===== src/rtl/bp_meta_pipe.sv =====
// Branch-prediction metadata pipeline: carries {bht_hit, bht_ctr} from lookup to EX and
// computes the BHT write-back counter and mispredict flag. Optional statistics under BP_META_STATS_EN.
module bp_meta_pipe #(
    parameter int STAGES = 2,
    parameter int CTR_W  = 2,
    parameter int STAT_W = 32
) (
    input  logic              clk,
    input  logic              rst_n,
    input  logic [STAGES-1:0] bubble,
    input  logic [STAGES-1:0] flush,
    input  logic              bht_hit,
    input  logic [CTR_W-1:0]  bht_ctr,
    input  logic              br_valid_ex,
    input  logic              br_taken_ex,
    input  logic              stat_clr,
    output logic              bht_hit_ex,
    output logic [CTR_W-1:0]  bht_ctr_ex,
    output logic              pred_taken_ex,
    output logic [CTR_W-1:0]  ctr_next_ex,
    output logic              mispredict_ex,
    output logic [STAT_W-1:0] br_cnt,
    output logic [STAT_W-1:0] miss_cnt
);

    localparam logic [CTR_W-1:0] CTR_MAX = '1;
    localparam logic [CTR_W-1:0] CTR_ONE = {{(CTR_W-1){1'b0}}, 1'b1};
    localparam logic [CTR_W-1:0] WEAK_T  = {1'b1, {(CTR_W-1){1'b0}}};
    localparam logic [CTR_W-1:0] WEAK_NT = ~WEAK_T;

    logic [STAGES-1:0]            r_hit;
    logic [STAGES-1:0][CTR_W-1:0] r_ctr;
    logic [STAGES-1:0]            w_src_hit;
    logic [STAGES-1:0][CTR_W-1:0] w_src_ctr;

    assign w_src_hit[0] = bht_hit;
    assign w_src_ctr[0] = bht_ctr;

    for (genvar g = 1; g < STAGES; g++) begin : g_src
        assign w_src_hit[g] = r_hit[g-1];
        assign w_src_ctr[g] = r_ctr[g-1];
    end

    // Each stage is independent: bubble holds (and beats flush), flush zeroes.
    for (genvar g = 0; g < STAGES; g++) begin : g_stage
        always_ff @(posedge clk or negedge rst_n) begin
            if (!rst_n) begin
                r_hit[g] <= 1'b0;
                r_ctr[g] <= '0;
            end else if (!bubble[g]) begin
                if (flush[g]) begin
                    r_hit[g] <= 1'b0;
                    r_ctr[g] <= '0;
                end else begin
                    r_hit[g] <= w_src_hit[g];
                    r_ctr[g] <= w_src_ctr[g];
                end
            end
        end
    end

    assign bht_hit_ex    = r_hit[STAGES-1];
    assign bht_ctr_ex    = r_ctr[STAGES-1];
    assign pred_taken_ex = bht_hit_ex & bht_ctr_ex[CTR_W-1];
    assign mispredict_ex = br_valid_ex & (pred_taken_ex != br_taken_ex);

    // A BHT miss restarts the counter at the weak state matching the outcome.
    always_comb begin
        ctr_next_ex = bht_ctr_ex;
        if (bht_hit_ex) begin
            if (br_taken_ex) begin
                if (bht_ctr_ex != CTR_MAX) ctr_next_ex = bht_ctr_ex + CTR_ONE;
            end else begin
                if (bht_ctr_ex != '0) ctr_next_ex = bht_ctr_ex - CTR_ONE;
            end
        end else begin
            ctr_next_ex = br_taken_ex ? WEAK_T : WEAK_NT;
        end
    end

`ifdef BP_META_STATS_EN
    localparam logic [STAT_W-1:0] STAT_ONE = {{(STAT_W-1){1'b0}}, 1'b1};

    logic              w_ex_release;
    logic [STAT_W-1:0] r_br_cnt;
    logic [STAT_W-1:0] r_miss_cnt;

    // Count on release only, so a branch stalled in EX is counted once.
    assign w_ex_release = ~bubble[STAGES-1];

    always_ff @(posedge clk or negedge rst_n) begin
        if (!rst_n) begin
            r_br_cnt   <= '0;
            r_miss_cnt <= '0;
        end else if (stat_clr) begin
            r_br_cnt   <= '0;
            r_miss_cnt <= '0;
        end else begin
            if (br_valid_ex & w_ex_release)   r_br_cnt   <= r_br_cnt + STAT_ONE;
            if (mispredict_ex & w_ex_release) r_miss_cnt <= r_miss_cnt + STAT_ONE;
        end
    end

    assign br_cnt   = r_br_cnt;
    assign miss_cnt = r_miss_cnt;
`else
    logic w_stat_clr_unused;

    assign w_stat_clr_unused = stat_clr;
    assign br_cnt            = '0;
    assign miss_cnt          = '0;
`endif

endmodule


===== config.mk =====
export PLATFORM = sky130hd
export DESIGN_NAME = bp_meta_pipe
export DESIGN_NICKNAME = d
export VERILOG_FILES = /design/src/rtl/bp_meta_pipe.sv
export SDC_FILE = /design/constraint.sdc
export NUM_CORES = 1
export LEC_CHECK = 0
export ABC_AREA = 1
export BUFFER_PORTS_ARGS = -buffer_cell sky130_fd_sc_hd__buf_2
export CORE_AREA = 10 10 58 60
export DETAILED_ROUTE_END_ITERATION = 6
export DIE_AREA = 0 0 68 70
export PLACE_DENSITY = 0.81
export RECOVER_POWER = 50
export SLEW_MARGIN = 20
export SYNTH_ARGS = -nofsm -noshare
export SYNTH_HDL_FRONTEND = slang
export SYNTH_SLANG_ARGS = --single-unit
export TNS_END_PERCENT = 30

===== constraint.sdc =====
create_clock -name clk -period 2.3 [get_ports clk]
set_clock_uncertainty 0.05 [all_clocks]
set_input_delay 0.23 -clock clk [delete_from_list [all_inputs] [get_ports clk]]
set_output_delay 0.23 -clock clk [all_outputs]
set_load 0.02 [all_outputs]

Word-level counts from Yosys, hierarchy flattened
Index checks and enable logic that the tools add are counted.
{"block": "op_classes", "n_reduce_logical": 1, "n_mux": 9, "multipliers": 0, "n_eq_ne": 2, "n_shift": 0, "magnitude_cmp": 0, "div": 0, "bitwise_logic": 2, "add_sub_neg": 2}
{"cell": "2-bit two-way mux", "n": 7}
{"cell": "2-bit by 1-bit adder with 2-bit output, second input constant", "n": 1}
{"cell": "1-bit AND", "n": 2}
{"cell": "1-bit two-way mux", "n": 2}
{"cell": "2-bit inequality test, second input constant", "n": 1}
{"cell": "2-bit nonzero test", "n": 1}
{"cell": "2-bit by 1-bit subtractor with 2-bit output, second input constant", "n": 1}
{"cell": "1-bit inequality test", "n": 1}
{"block": "word_totals", "mem_count": 0, "latch_bits": 0, "register_bits": 6, "romBits": 0, "ramBits": 0, "input_bits": 12}

Depth between registers and ports, before layout
{"block": "logic_depth", "depth_word": 4, "depth_mapped": 4, "ltp_nobuf": 4}

Least setup slack after synthesis
OpenSTA, ideal clock, no wires.
{"block": "synth_path", "path_kind": "register -> output", "from": "register r_hit[1], in the netlist bht_hit_ex", "to": "output mispredict_ex", "required_ns": 2.020, "stages_incl_launch_ff": 4, "slack_ns": 1.035, "path_buffers": 0, "arrival_time_ns": 0.985, "cell_sequence": "dfrtp_1 -> nand2_1 -> inv_1 -> a21oi_2"}
{"block": "synth_between", "elab_chain_cells": 3}
{"element": "start: declaration", "line_no": "31", "text": "logic [STAGES-1:0] r_hit;"}
{"element": "start signal: indexed assignment", "line_no": "55", "text": "r_hit[g] <= w_src_hit[g];"}
{"element": "1-bit AND", "line_no": "64", "text": "assign pred_taken_ex = bht_hit_ex & bht_ctr_ex[CTR_W-1];"}
{"element": "net pred_taken_ex", "line_no": "19", "text": "output logic pred_taken_ex,"}
{"element": "1-bit inequality test", "line_no": "65", "text": "assign mispredict_ex = br_valid_ex & (pred_taken_ex != br_taken_ex);"}
{"element": "1-bit AND", "line_no": "65"}
{"element": "end: declaration", "line_no": "21", "text": "output logic mispredict_ex,"}
The timed path passes the listed nets, and every way through them passes these cells.

Final worst setup path
{"block": "layout_path", "from": "register r_ctr, in the netlist bht_ctr_ex[1]", "to": "output mispredict_ex"}
{"block": "layout_between", "elab_chain_cells": 3}
{"element": "start: declaration", "line_no": "32", "text": "logic [STAGES-1:0][CTR_W-1:0] r_ctr;"}
{"element": "start signal: indexed assignment", "line_no": "56", "text": "r_ctr[g] <= w_src_ctr[g];"}
{"element": "1-bit AND", "line_no": "64"}
{"element": "1-bit inequality test", "line_no": "65"}
{"element": "1-bit AND", "line_no": "65"}
Every way passes these cells.

==> metrics.txt <==
top-count cell post-synth buf_4; Startpoint Class register; Logic pwr share 0.408; Core Box Area 2340 µm²; TNS Setup 0 ps; slowest CP cell dfrtp_1; Final Power 358 µW; TritonCTS sink count 6; Worst Path Buf+Inv 1; crit path time final 1430 ps; global-route wire length before repair around 2300 µm; H-tree Lvls 1; Most used DFF post-synth dfrtp_1; Core Util, Final 0.300; GRT Resource Usage Total 0.0601; nets 142; Top delay family on crit path flip-flops; Synth Instances 110; die width between 60 and 70 µm; Iter 0 DRT Violations 27; layout cells sized above 1 0.172; cells along the critical path nand2_1, nand2_2, nand2_2, a21oi_2, buf_2; routed vias/inst 3.02; switching portion of total power 0.464; Worst Path Arrival 1150 ps; IR drop worst, VDD 0.314 mV; sequential group share of total power 0.334; I/O pin cnt a little over 80; Unique masters post-synth 10; Mapped Avg Cell Area 7.34 µm²; Leak about 0.49 nW; # resized after CTS 0; CP most frequent cell nand2_2; Congestion Overflow GR 0; DRC 0; max-slew violations 0; CP Max Fanout 5; Post-Route WL 1590 µm; Root Buffer clkbuf_4; Crit path required time 2020 ps; Mapped Area 807 µm²; PD cells 511 nW/µm²; initial antenna violation count 0; CTS buffer count 3; DR vias 477; Synth area leaders buf_4 61%, dfrtp_1 19%, nand2_1 7.0%, nand3_1 3.7%, inv_1 3.3%; synth warn 0; Switching Power 166 µW; Post-CTS Hold Fix Bufs 1; Final Setup Violations 0; clock buffer depth 2; CTS tree done; Worst path max stage delay 400 ps; most frequent cells after synthesis 66 x buf_4, 15 x nand2_1, 7 x inv_1, 6 x dfrtp_1, 6 x nand3_1; # diodes 0; Worst setup EP type primary output; Int Power roughly 190 µW; RSZ-0062 raised after global routing no; status complete, no violations; Post-CTS Setup Inserts 0; clock-pin slew on the worst setup and hold paths 40 ps; Die Y about 70 µm; full die area 4760 µm²; final period utilization 0.621; pre-CTS WS 1110 ps; fraction of registers with async set or reset after synthesis 1.00; vias in the first global route 514; GPL Wtd Cong 0.787; latest clock arrival within the worst-skew pair about 240 ps; fmax 700 MHz; EDFF count, synth 0; antenna-violating nets left 0; MaxCap Viol Count 0; largest net degree at the start of global routing 7; PnR worst setup slack about 870 ps; Synth area leader buf_4; Tightest Hold Check Type in2reg; Detail Placement HPWL 1490 µm; Synth-to-Final Area Change -13.0%; hold violation count in the final report 0; drt pass-1 iters 4; synthesized flop and latch total 6; CP Class reg2out; I/O Buffers 17; Routed WL per cell roughly 10 µm; Starting Density 0.345; top cell type's share of synthesized area 0.614; Clk network pwr share 0.258; sequential element share of the synthesized area 0.186; FP Rows 18
## worst paths after layout
path	cells after the start	slack, ps	start	to
min in group asynchronous	2	350	rst_n	bht_ctr_ex[0]
worst max register to register	2	1600	bht_ctr_ex[1]	bht_ctr_ex[1]
worst max-delay path	5	870	bht_ctr_ex[1]	mispredict_ex
worst min-delay path	3	170	bht_hit	r_hit[0]
worst min register to register	2	420	r_ctr[0]	r_ctr[0]
max in group asynchronous	2	1610	rst_n	r_hit[0]
## metal layers
metal,vias to the layer above,wire length (µm),GRT usage
li1,240,-,-
met1,193,511,0.0577
met2,42,785,0.101
met3,2,284,0.0463
met4,0,6,0.00671
met5,-,0,0
## placed cells by master, fill, tap and decap left out, drive strengths merged
cell type and instances:
o21ai 1, nand3 6, clkbuf 4, buf 16, dlygate4sd3 1, a21oi 1, inv 7, nand2 17
nor2 5, conb 64, dfrtp 6
## cell families (layout without fill, tap and decap cells)
logic type,after synthesis,after routing,synth area share
AO/OA/AOI/OAI,2,2,0.0171
buffers and inverters,73,28,0.647
flip-flops,6,6,0.186
other,1,64,0.00465
AND/OR/NAND/NOR,28,28,0.146
## state kept, by name, indices dropped and copies added, names as in the netlist
register    count
bht_ctr_ex      2
bht_hit_ex      1
r_ctr           2
r_hit           1
## layout make-up
type	count	area, µm²
flip-flops and latches	6	150
fillers	282	1640
well taps	30	37.5
inverters	7	26.3
clock buffers	3	22.5
repair buffers	18	93.8
multi-input cells	94	372
## power groups by stage
| stage | Combinational, mW | Sequential, mW | Clock [mW] |
|---|---|---|---|
| after floorplan | 0.203 | 0.121 | 0 |
| after global placement | 0.139 | 0.121 | 0 |
| after detailed placement | 0.140 | 0.122 | 0 |
| after CTS | 0.142 | 0.120 | 0.0967 |
| after global routing | 0.161 | 0.121 | 0.105 |
| final | 0.146 | 0.120 | 0.0923 |
## per-stage QoR
stage | instance area (µm²) | hold WS (ps) | cells
floorplan | 1040 | -116 | 173
global placement | 671 | 5.23 | 154
detailed placement | 671 | 11.9 | 154
CTS | 703 | 167 | 158
global route | 702 | 183 | 158
finish | 702 | 173 | 158
## worst register-to-register path: cells and delay by family (launching register included)
| family | cells | cell delay, ps |
|---|---|---|
| AND/OR/NAND/NOR | 2 | 120 |
| flip-flops | 1 | 420 |
Note: power is estimated with default switching activity, not from simulation.
